File: src/rtl/mem_access_unit.sv
// mem_access_unit -- MEM-stage data-memory access unit (5-stage MIPS).
//
// Sits between EX/MEM and MEM/WB. Non-memory instructions pass straight
// through combinationally. Aligned loads/stores are issued to a
// variable-latency data memory over a registered req / one-cycle ack
// handshake; the upstream pipeline is stalled (and a bubble presented to
// MEM/WB) until the access completes, times out, or reset intervenes.
// Misaligned accesses are dropped with a one-cycle misalign_err.
//
// Ports:
//   clk, reset            clock, asynchronous active-high reset
//   in_valid              EX/MEM holds a live instruction
//   MemRead/MemWrite      load / store
//   RegWrite/MemtoReg     WB controls
//   ALUResult             effective address or ALU result
//   WriteData             store data
//   Rd                    destination register
//   mem_size/mem_unsigned access size (0 byte, 1 half, 2/3 word), zero-extend
//   stall                 freeze upstream pipeline this cycle
//   *_out                 values presented to MEM/WB
//   misalign_err/bus_err  one-cycle error pulses
//   dmem_*                data-memory request (registered) / response

// Per-byte-lane store formatting: byte enable and replicated write byte.
module mem_access_lane #(
    parameter int LANE = 0
) (
    input  logic [1:0]  addr_lo,
    input  logic [1:0]  mem_size,
    input  logic [31:0] store_data,
    output logic        be,
    output logic [7:0]  wdata
);
    localparam logic [1:0] IDX = 2'(LANE);

    always_comb begin
        be    = 1'b1;
        wdata = store_data[8*LANE +: 8];
        case (mem_size)
            2'd0: begin
                be    = (addr_lo == IDX);
                wdata = store_data[7:0];
            end
            2'd1: begin
                be    = (addr_lo[1] == IDX[1]);
                wdata = store_data[8*(LANE%2) +: 8];
            end
            default: begin
                be    = 1'b1;
                wdata = store_data[8*LANE +: 8];
            end
        endcase
    end
endmodule

module mem_access_unit #(
    parameter int TIMEOUT = 255   // BUSY cycles before abort, 0 = never
) (
    input  logic        clk,
    input  logic        reset,
    input  logic        in_valid,
    input  logic        MemRead,
    input  logic        MemWrite,
    input  logic        RegWrite,
    input  logic        MemtoReg,
    input  logic [31:0] ALUResult,
    input  logic [31:0] WriteData,
    input  logic [4:0]  Rd,
    input  logic [1:0]  mem_size,
    input  logic        mem_unsigned,
    output logic        stall,
    output logic        RegWrite_out,
    output logic        MemtoReg_out,
    output logic [31:0] ALUResult_out,
    output logic [31:0] ReadData_out,
    output logic [4:0]  Rd_out,
    output logic        misalign_err,
    output logic        bus_err,
    output logic        dmem_req,
    output logic        dmem_we,
    output logic [31:0] dmem_addr,
    output logic [31:0] dmem_wdata,
    output logic [3:0]  dmem_be,
    input  logic        dmem_ack,
    input  logic [31:0] dmem_rdata
);
    localparam int NUM_LANES = 4;

    typedef enum logic [1:0] {IDLE, BUSY, DONE} state_t;

    typedef struct packed {
        logic        req;
        logic        we;
        logic [31:0] addr;
        logic [31:0] wdata;
        logic [3:0]  be;
    } dmem_req_t;

    state_t    state, state_next;
    dmem_req_t req_q, req_d;
    logic [31:0] load_q, load_d;
    logic [7:0]  cnt_q, cnt_d;
    logic        abort_q, abort_d;

    logic        mem_op, misaligned, bubble;
    logic [NUM_LANES-1:0]        lane_be;
    logic [NUM_LANES-1:0][7:0]   lane_wdata;
    logic [7:0]  ld_byte;
    logic [15:0] ld_half;
    logic [31:0] ld_fmt;
    logic        timeout_hit;

    assign mem_op     = in_valid & (MemRead | MemWrite);
    assign misaligned = ((mem_size == 2'd1) & ALUResult[0])
                      | (mem_size[1] & (|ALUResult[1:0]));

    for (genvar i = 0; i < NUM_LANES; i++) begin : g_lane
        mem_access_lane #(.LANE(i)) u_lane (
            .addr_lo    (ALUResult[1:0]),
            .mem_size   (mem_size),
            .store_data (WriteData),
            .be         (lane_be[i]),
            .wdata      (lane_wdata[i])
        );
    end

    // EX/MEM is frozen while BUSY, so address/size/sign are still valid at ack.
    always_comb begin
        ld_byte = dmem_rdata[{ALUResult[1:0], 3'b000} +: 8];
        ld_half = ALUResult[1] ? dmem_rdata[31:16] : dmem_rdata[15:0];
        case (mem_size)
            2'd0:    ld_fmt = mem_unsigned ? {24'd0, ld_byte} : {{24{ld_byte[7]}}, ld_byte};
            2'd1:    ld_fmt = mem_unsigned ? {16'd0, ld_half} : {{16{ld_half[15]}}, ld_half};
            default: ld_fmt = dmem_rdata;
        endcase
    end

    // cnt_q counts completed BUSY cycles; the abort fires on the TIMEOUT-th.
    assign timeout_hit = (TIMEOUT != 0) && (({1'b0, cnt_q} + 9'd1) == 9'(TIMEOUT));

    always_ff @(posedge clk or posedge reset) begin
        if (reset) begin
            state   <= IDLE;
            req_q   <= '0;
            load_q  <= '0;
            cnt_q   <= '0;
            abort_q <= 1'b0;
        end else begin
            state   <= state_next;
            req_q   <= req_d;
            load_q  <= load_d;
            cnt_q   <= cnt_d;
            abort_q <= abort_d;
        end
    end

    always_comb begin
        state_next   = state;
        req_d        = req_q;
        load_d       = load_q;
        cnt_d        = cnt_q;
        abort_d      = abort_q;
        stall        = 1'b0;
        bubble       = 1'b0;
        misalign_err = 1'b0;
        case (state)
            IDLE: begin
                if (mem_op) begin
                    if (misaligned) begin
                        misalign_err = 1'b1;
                    end else begin
                        stall       = 1'b1;
                        bubble      = 1'b1;
                        req_d.req   = 1'b1;
                        req_d.we    = MemWrite;
                        req_d.addr  = {ALUResult[31:2], 2'b00};
                        req_d.wdata = lane_wdata;
                        req_d.be    = lane_be;
                        cnt_d       = '0;
                        abort_d     = 1'b0;
                        state_next  = BUSY;
                    end
                end
            end
            BUSY: begin
                stall  = 1'b1;
                bubble = 1'b1;
                if (dmem_ack) begin
                    req_d.req  = 1'b0;
                    load_d     = MemRead ? ld_fmt : 32'd0;
                    state_next = DONE;
                end else if (timeout_hit) begin
                    req_d.req  = 1'b0;
                    load_d     = 32'd0;
                    abort_d    = 1'b1;
                    state_next = DONE;
                end else begin
                    cnt_d = cnt_q + 8'd1;
                end
            end
            DONE: begin
                state_next = IDLE;
            end
            default: begin
                state_next = IDLE;
            end
        endcase
    end

    // MEM/WB-facing outputs: pass-through unless a bubble is being inserted.
    always_comb begin
        RegWrite_out  = RegWrite & in_valid & ~misalign_err
                      & ~((state == DONE) & abort_q);
        MemtoReg_out  = MemtoReg;
        ALUResult_out = ALUResult;
        Rd_out        = Rd;
        ReadData_out  = (state == DONE) ? load_q : 32'd0;
        if (bubble) begin
            RegWrite_out  = 1'b0;
            MemtoReg_out  = 1'b0;
            ALUResult_out = 32'd0;
            Rd_out        = 5'd0;
            ReadData_out  = 32'd0;
        end
    end

    assign bus_err    = (state == DONE) & abort_q;
    assign dmem_req   = req_q.req;
    assign dmem_we    = req_q.we;
    assign dmem_addr  = req_q.addr;
    assign dmem_wdata = req_q.wdata;
    assign dmem_be    = req_q.be;
endmodule

File: config.mk
export PLATFORM = sky130hd
export DESIGN_NAME = mem_access_unit
export DESIGN_NICKNAME = d
export VERILOG_FILES = /design/src/rtl/mem_access_unit.sv
export SDC_FILE = /design/constraint.sdc
export NUM_CORES = 1
export LEC_CHECK = 0
export BUFFER_PORTS_ARGS = -buffer_cell sky130_fd_sc_hd__buf_4
export CORE_MARGIN = 10
export CORE_UTILIZATION = 40
export DETAILED_ROUTE_END_ITERATION = 12
export GPL_TIMING_DRIVEN = 1
export PLACE_DENSITY = 0.68
export SYNTH_ARGS = -nofsm -noshare
export SYNTH_HDL_FRONTEND = slang
export SYNTH_HIERARCHICAL = 1
export SYNTH_SLANG_ARGS = --single-unit
File: constraint.sdc
create_clock -name clk -period 5.7 [get_ports clk]
set_clock_uncertainty 0.1 [all_clocks]
set_input_delay 1.14 -clock clk [delete_from_list [all_inputs] [get_ports clk]]
set_output_delay 1.14 -clock clk [all_outputs]
set_load 0.1 [all_outputs]
After elaboration in Yosys (flattened, before gate mapping) --
Index checks and enable logic that the tools add are counted.
Operators by class: shifts and indexed selects 1, add/subtract/negate cells 2, equality and inequality tests 13, reductions and logical operators 13, $lt $le $gt $ge 0, bitwise gates (word level) 13, $mul 0, mux-type cells 46, divide/modulo/power cells 0
Operator list (count):
- $mux W32 | 8
- $mux W70 | 2
- $pmux W32 S2 | 1
- $mux W8 | 6
- $pmux W8 S2 | 2
- $shiftx A32 B6 Y8 | 1
- $mux W16 | 1
- $pmux W1 S2 | 7
- $mux W1 | 13
- $ne A2 B2 Y1 const B | 5
- $reduce_and A5 Y1 | 2
- $add A8 B1 Y9 const B | 1
- $eq A9 B8 Y1 const B | 1
- $add A8 B1 Y8 const B | 1
- $mux W2 | 4
- $and A1 B1 Y1 | 7
- $eq A2 B1 Y1 const B | 3
- $eq A2 B2 Y1 const B | 3
- $logic_not A2 Y1 | 3
- $reduce_and A3 Y1 | 2
- $mux W5 | 1
- $not A1 Y1 | 4
- $pmux W2 S2 | 1
- $reduce_and A4 Y1 | 1
- 5 further kinds | 8
Storage, ports and cells: logic and storage cells 97, latch bits 0, memory bits (read-only) 0, memories kept 0, RAM bits 0, output and inout bits 144, flip-flop bits (word level) 111

Longest topological paths before layout --
Gate-level depths: netlist (run 1).
depth after elaboration 10, gate-level depth with buffers 8

By module --
Netlist (run 1), hierarchy kept.
Modules (own cells, without submodules):
- mem_access_unit | cells an instance 717, area each 6105.9 µm², instances 1
- mem_access_lane at g_lane[3].u_lane | cells an instance 28, area each 183.9 µm², instances 1
- mem_access_lane at g_lane[2].u_lane | cells an instance 11, area each 146.4 µm², instances 1
- mem_access_lane at g_lane[1].u_lane | cells an instance 11, area each 112.6 µm², instances 1
- mem_access_lane at g_lane[0].u_lane | cells an instance 10, area each 73.8 µm², instances 1

Worst setup path before layout (run 1) --
OpenSTA, ideal clock, no wires.
path type input-to-output, start input in_valid, end output misalign_err, slack 0.159 ns, cell stages on the path 3, arrival time 4.301 ns, data required time 4.460 ns, path through nor2b_1 > nand2_1 > nor4_1
Between the ends: word-level cells in the longest chain between the ends 3
RTL lines:
- start: declaration | RTL line 61 | input logic in_valid,
- $and A1 B1 Y1 | RTL line 113 | assign mem_op = in_valid & (MemRead | MemWrite);
- $mux W1 | RTL line 168 | if (mem_op) begin
- $mux W1 | RTL line 166 | case (state)
- end: declaration | RTL line 77 | output logic misalign_err,
Every way passes these cells.

Final worst setup path (run 1) --
start input MemWrite, end output ALUResult_out[1]
Between the ends: word-level cells in the longest chain between the ends 5
RTL lines:
- start: declaration | RTL line 63 | input logic MemWrite,
- $or A1 B1 Y1 | RTL line 113
- $and A1 B1 Y1 | RTL line 113
- $mux W1 | RTL line 168
- $pmux W1 S2 | RTL line 166
- $mux W32 | RTL line 218 | if (bubble) begin
- end: declaration | RTL line 74 | output logic [31:0] ALUResult_out,
Every way passes these cells.

==> metrics.csv, run 1 <==
stage;metric;value;unit
run_status;outcome;completed;
critical_path;CP Cell Sequence;buf_4 -> or2_2 -> a41oi_2 -> buf_4 -> inv_1 -> nor2_1 -> buf_4;
grt;Global Route Usage Sum;20.0;%
detailed_routing;DR vias;6122;
placement;dpl cells;1190;
yosys;flip-flop and latch count after synthesis;111;
detailed_routing;initial DRC count;337;
sta;final setup vio count;0;
pwr;Worst VDD drop;415;uV
critical_path;CP max stage delay;0.40;ns
grt;grt total ovfl;0;
yosys;Post-synth EDFFs;0;
die;core area;0.0161;mm^2
min_path;Tightest Hold Check Type;reg2reg;
pwr;power density cells;476;mW/mm^2
sta;final setup TNS;0;ns
final_layout;Area Overhead vs Synth;32.7;%
sta;Slew Limit Fails;0;
final_layout;fill cell count;1505;
critical_path;kind of critical path;in2out;
sta;post-layout min period;4.19;ns
detailed_routing;TritonRoute pass-1 iters;6;
sta;Hold Violations, Final;0;
clock_network;Post-CTS Resized;0;
critical_path;CP Capture Type;output port;
clock_network;CTS Hold Bufs;0;
yosys;Avg Inst Size Synth;8.52;um^2
grt;GRT met1 Usage;24.6;%
critical_path;Req. time, crit path;4.46;ns
die;Ports;256;
clock_network;Clock Latency Late Sink;0.35;ns
critical_path;Largest delay share family, worst path;buffers and inverters;
clock_network;Reg clk slew, reported paths;0.08;ns
die;Die Width;149;um
yosys;post-synth top area cell;dfrtp_1;
detailed_routing;via density per instance;5.08;
clock_network;TritonCTS clock tree;done;
critical_path;Crit path top cell by count;buf_4;
sta;worst-margin pin slew;1.01;ns
grt;met3 GRT Util;8.53;%
clock_network;H-tree Lvls;3;
sta;unrepaired setup endpoints after global routing;false;
die;initial core utilization;41.2;%
clock_network;clk sinks;111;
yosys;synth top area cells;dfrtp_1, nand2_1, and2_1;
placement;RePlAce Congestion;0.836;
placement;Port Buffers;253;
clock_network;TritonCTS Buffers;9;
critical_path;CP Launch Type;input pin;
grt;vias in the first global route;6277;
clock_network;clk root buf;clkbuf_16;
critical_path;WP data arrival;2.95;ns
placement;dpl hpwl;17000;um
die;DIE HEIGHT;149;um
detailed_routing;drt total wl;22700;um
pwr;Overall Power;4.18;mW
grt;largest net degree at the start of global routing;75;
detailed_routing;Residual DRC;0;
yosys;synthesized instance count;777;
yosys;post-synthesis sequential area ratio;41.9;%
die;Rows;46;
final_layout;ANT cells;0;
critical_path;CP bufs+invs;4;
pwr;leakage power;4.48;nW
detailed_routing;drt wl/cell;18.8;um
run;max-cap viol count;0;
detailed_routing;Detail Route Antenna Nets;0;
yosys;Synth cell types;59;
yosys;Yosys Warn Count;6;
critical_path;slowest library cell on the worst path;a41oi_2;
yosys;post-synthesis async set-or-reset flop share;100;%
yosys;Yosys top cell area share;41.9;%
critical_path;CP Max Fanout;36;
grt;first-pass GRT wire length;35400;um
sta;relative slew slack;32.7;%
clock_network;Max clock buf depth;2;
yosys;Post-synth top flop;dfrtp_1;
die;total die area;0.0221;mm^2
sta;fmax;239;MHz
grt;initial antenna violation count;0;
final_layout;layout cell share with drive strength beyond 1;32.1;%
clock_network;Setup Fix Bufs, Post-CTS;0;
final_layout;final cell count without fillers;1206;
grt;GRT Max-Usage Layer;met2;
grt;met2 usage;31.4;%
yosys;mapped cell area;0.00662;mm^2
final_layout;Final nets;1099;
sta;Final period util;73.5;%
-- flip-flops by register name, summed over array words and instances, names as in the netlist --
| name | count |
|---|---|
| dmem_req | 1 |
| dmem_wdata | 32 |
| abort_q | 1 |
| dmem_we | 1 |
| cnt_q | 8 |
| load_q | 32 |
| state | 2 |
| dmem_be | 4 |
| dmem_addr | 30 |
-- metal layers --
layer	vias up	wire length (um)
met2	225	10400
met1	2876	9640
met4	0	289
met3	16	2380
li1	3005	-
met5	-	0
-- final cells by class --
class | instances | area [um^2] | area share [%]
well taps | 216 | 270 | 3.08
flip-flops and latches | 111 | 2780 | 31.6
clock inverters | 7 | 65.1 | 0.740
multi-input cells | 577 | 3390 | 38.6
clock buffers | 9 | 225 | 2.56
inverters | 24 | 92.6 | 1.05
repair buffers | 262 | 1970 | 22.4
-- worst paths after layout --
| kind | slack, ns | start | to | cells past startpoint |
|---|---|---|---|---|
| max | 1.51 | MemWrite | ALUResult_out[1] | 7 |
| min | 0.37 | cnt_q[6] | cnt_q[6] | 1 |
| max reg2reg | 2.51 | cnt_q[1] | dmem_req | 5 |
| min reg2reg | 0.37 | cnt_q[6] | cnt_q[6] | 1 |
| max in group asynchronous | 3.52 | reset | cnt_q[0] | 3 |
| min in group asynchronous | 0.90 | reset | load_q[20] | 2 |
-- cells in the mapped netlist, drive strengths merged (8+ instances only) --
cell,n
dfrtp,111
clkbuf,21
a21oi,11
nor2,11
o211ai,17
o21ai,39
inv,24
buf,45
a22oi,16
mux2i,11
a21o,9
nand2,247
nor2b,28
and3b,8
o311ai,26
mux2,16
and2,71
-- power by group --
group	internal (mW)	leakage, nW	switching (mW)
combinational	0.495	3.00	1.90
sequential	1.00	1.34	0.149
clock	0.307	0.137	0.322
-- layout by cell type (no fill, tap or decap), types with 8 or more instances in the layout --
cell type and instances:
inv_1 23, buf_4 262, o21ai_0 29, a21o_1 8, mux2_2 8, dfrtp_1 111
nor2_1 9, a21oi_1 11, and2_1 71, and3b_1 8, a22oi_2 10, mux2i_1 11
nor2b_1 28, mux2_4 8, o211ai_1 17, clkbuf_16 9, nand2_1 247, o21ai_1 10
o311ai_1 26
-- worst register-to-register path, stage by stage, from the launching register on --
cell and delay (ns):
dfrtp_1 0.45, ha_1 0.24, xor2_1 0.15, nand4_1 0.79
nor2_2 1.10, o21ai_0 0.20
-- stage by stage --
stage	util [%]	instance area [um^2]	hold WS, ns	setup slack, ns
global placement	52.9	8500	0.358	1.53
finish	54.7	8790	0.372	1.51
CTS	54.7	8790	0.377	1.50
global route	54.7	8790	0.393	1.35
detailed placement	52.9	8500	0.363	1.50
floorplan	-	6630	0.338	0.159
-- logic make-up after synthesis --
| family | synth area share [%] |
|---|---|
| XOR/XNOR | 0.397 |
| AND/OR/NAND/NOR | 29.1 |
| other | 0.0566 |
| flip-flops | 41.9 |
| buffers and inverters | 7.25 |
| multiplexers | 4.84 |
| AO/OA/AOI/OAI | 16.0 |
| adder cells (fa/ha/maj) | 0.378 |
Power figures use the tool's default switching activity.
==> run 2, diff against run 1 <==
- ABC_AREA: default -> 1
- clock period: 5.7 -> 3.97 ns (I/O delays scaled with it)
==> run 2 against run 1 <==
Effect of this change: hold slack hardly changed; final area decreased by 2.0%; sequential share of layout area rose by 0.64 points; register-to-register slack got worse by 0.67 ns; first-iteration DRC count increased by 37%; synthesized cell count up 10%; combinational power up 36%; critical path type unchanged; critical endpoint is now RegWrite_out; largest power group unchanged.
==> metrics.csv, run 2 <==
stage;metric;value;unit
yosys;post-synthesis sequential area ratio;43.4;%
grt;GRT Max-Usage Layer;met2;
yosys;Synth cell types;43;
yosys;post-synth top area cell;dfrtp_1;
clock_network;Max clock buf depth;2;
grt;GRT met1 Usage;25.1;%
final_layout;fill cell count;1577;
detailed_routing;drt total wl;21100;um
min_path;Tightest Hold Check Type;reg2reg;
detailed_routing;initial DRC count;463;
pwr;leakage power;4.72;nW
pwr;sw frac;55.2;%
grt;first-pass GRT wire length;33900;um
yosys;Post-synth EDFFs;0;
pwr;Seq pwr share;27.4;%
critical_path;CP bufs+invs;4;
sta;fmax;302;MHz
die;Ports;256;
yosys;top post-synthesis cells by count;nand2_1, dfrtp_1, inv_1;
pwr;Clk network pwr share;16.3;%
sta;Final period util;83.4;%
grt;met3 GRT Util;3.96;%
critical_path;CP Cell Sequence;buf_4 -> nand2_1 -> a21boi_2 -> nand2_1 -> nand2_1 -> nand2_1 -> inv_2 -> buf_12 -> nor3_2 -> buf_4;
final_layout;Final nets;1194;
grt;grt total ovfl;0;
final_layout;Reg area;0.00278;mm^2
min_path;Hold Startpoint;dmem_wdata[26];
critical_path;Largest delay share family, worst path;buffers and inverters;
critical_path;kind of critical path;in2out;
sta;Hold Violations, Final;0;
grt;largest net degree at the start of global routing;112;
critical_path;CP Capture Type;output port;
yosys;mapped cell area;0.00641;mm^2
pwr;Pint;2.60;mW
placement;pre-CTS setup slack;0.667;ns
placement;dpl hpwl;16000;um
yosys;Avg Inst Size Synth;7.48;um^2
final_layout;most common cell after layout, fill and taps aside;nand2_1;
critical_path;Crit path top cell by count;nand2_1;
sta;final setup TNS;0;ns
detailed_routing;Detail Route Antenna Nets;0;
yosys;Post-synth top flop;dfrtp_1;
critical_path;Req. time, crit path;3.08;ns
sta;relative slew slack;40.2;%
yosys;Yosys top cell area share;43.4;%
detailed_routing;DR vias;6101;
die;DIE HEIGHT;147;um
critical_path;slowest library cell on the worst path;buf_4;
clock_network;Post-CTS Resized;0;
critical_path;r2r startpoint;state[1];
grt;Global Route Usage Sum;19.3;%
final_layout;Area Overhead vs Synth;34.4;%
critical_path;CP Launch Type;input pin;
clock_network;Clock Latency Late Sink;0.35;ns
clock_network;TritonCTS clock tree;done;
final_layout;area of the multi-input gates;0.00284;mm^2
sta;post-layout min period;3.31;ns
grt;met2 usage;31.0;%
sta;Slew Limit Fails;0;
sta;final setup vio count;0;
critical_path;CP Max Fanout;38;
die;core area;0.0158;mm^2
pwr;Worst VDD drop;349;uV
yosys;Yosys Warn Count;6;
final_layout;most frequent cells in the layout;nand2_1, buf_4, dfrtp_1;
grt;vias in the first global route;6078;
final_layout;layout cell share with drive strength beyond 1;31.2;%
grt;initial antenna violation count;0;
pwr;Logic pwr share;56.3;%
clock_network;TritonCTS Buffers;9;
run;max-cap viol count;0;
clock_network;clk root buf;clkbuf_16;
placement;RePlAce Congestion;0.855;
clock_network;Setup Fix Bufs, Post-CTS;0;
final_layout;ANT cells;0;
die;total die area;0.0215;mm^2
clock_network;H-tree Lvls;3;
sta;worst-margin pin slew;0.897;ns
clock_network;clk sinks;111;
detailed_routing;Residual DRC;0;
critical_path;CP max stage delay;0.31;ns
detailed_routing;drt wl/cell;16.2;um
yosys;synth top area cells;dfrtp_1, nand2_1, inv_1;
yosys;synthesized instance count;857;
placement;Port Buffers;253;
pwr;Sw Pwr;3.20;mW
yosys;most common cell in the synthesized netlist;nand2_1;
sta;setup slack after layout;0.658;ns
detailed_routing;via density per instance;4.69;
critical_path;crit path from;ALUResult[1];
die;initial core utilization;40.6;%
sta;unrepaired setup endpoints after global routing;false;
clock_network;Reg clk slew, reported paths;0.07;ns
yosys;post-synthesis async set-or-reset flop share;100;%
pwr;power density cells;673;mW/mm^2
clock_network;CTS Hold Bufs;0;
die;Die Width;147;um
yosys;flip-flop and latch count after synthesis;111;
die;Rows;46;
critical_path;WP data arrival;2.42;ns
detailed_routing;TritonRoute pass-1 iters;5;
run_status;outcome;completed;
run 2: cell count changes in the layout (fill, tap and decap cells not counted), sizes merged, moves of 8 or more:
cell	change
nand2	+52
mux2	-16
nor2b	-28
o21ai	+19
a22oi	-16
a21o	-9
and3b	-8
nand3	+52
o311ai	-26
inv	+83
and2	-71
o21a	+14
nor2	+92
o211ai	-16
run 2: metrics by stage:
step	power (mW)	hold slack (ns)	cells	instance area (um^2)	util (%)
after floorplan	4.15	0.376	858	6430	-
after global placement	4.86	0.356	1285	8310	52.7
after detailed placement	4.89	0.359	1285	8310	52.7
after CTS	5.85	0.378	1301	8610	54.6
after global routing	6.06	0.393	1301	8610	54.6
final	5.80	0.372	1301	8610	54.6
run 2: cells by family after synthesis:
family,after synthesis,synth area share (%)
flops,111,43.4
fa+ha+maj,2,0.390
xor+xnor,1,0.137
mux,7,1.09
compound gates,96,10.2
other cells,1,0.0585
buf+inv,162,12.6
simple gates,477,32.2
run 2: worst paths after layout:
path,end,cells after the start,slack (ns)
max,RegWrite_out,10,0.66
min reg2reg,dmem_wdata[26],2,0.37
min,dmem_wdata[26],2,0.37
min in group asynchronous,dmem_addr[15],3,0.49
max reg2reg,dmem_addr[26],6,1.84
max in group asynchronous,dmem_wdata[15],3,2.84
run 2: routing by layer:
metal / vias to the layer above / part of all wire, %
met5: - / 0
met4: 0 / 2.6
met3: 33 / 6.0
met2: 219 / 47
met1: 2769 / 44
li1: 3080 / -
run 2: tightest hold or removal path, cell delays in order, from the launching register on:
cell and delay, ns:
dfrtp_1 0.34, nand2_1 0.05, nand2_1 0.04
run 2: layout make-up:
type	count	share of cell area (%)
clock inverters	4	0.596
multi-input cells	585	33.0
repair buffers	261	23.0
clock buffers	12	2.98
inverters	112	4.98
flip-flops and latches	111	32.2
well taps	216	3.14
run 2: power by group through the flow:
stage / Sequential [mW] / Combinational (mW) / Clock [mW]
after floorplan: 3.07 / 1.08 / 0
after global placement: 1.60 / 3.27 / 0
after detailed placement: 1.61 / 3.28 / 0
after CTS: 1.59 / 3.29 / 0.973
after global routing: 1.63 / 3.41 / 1.02
final: 1.59 / 3.26 / 0.946
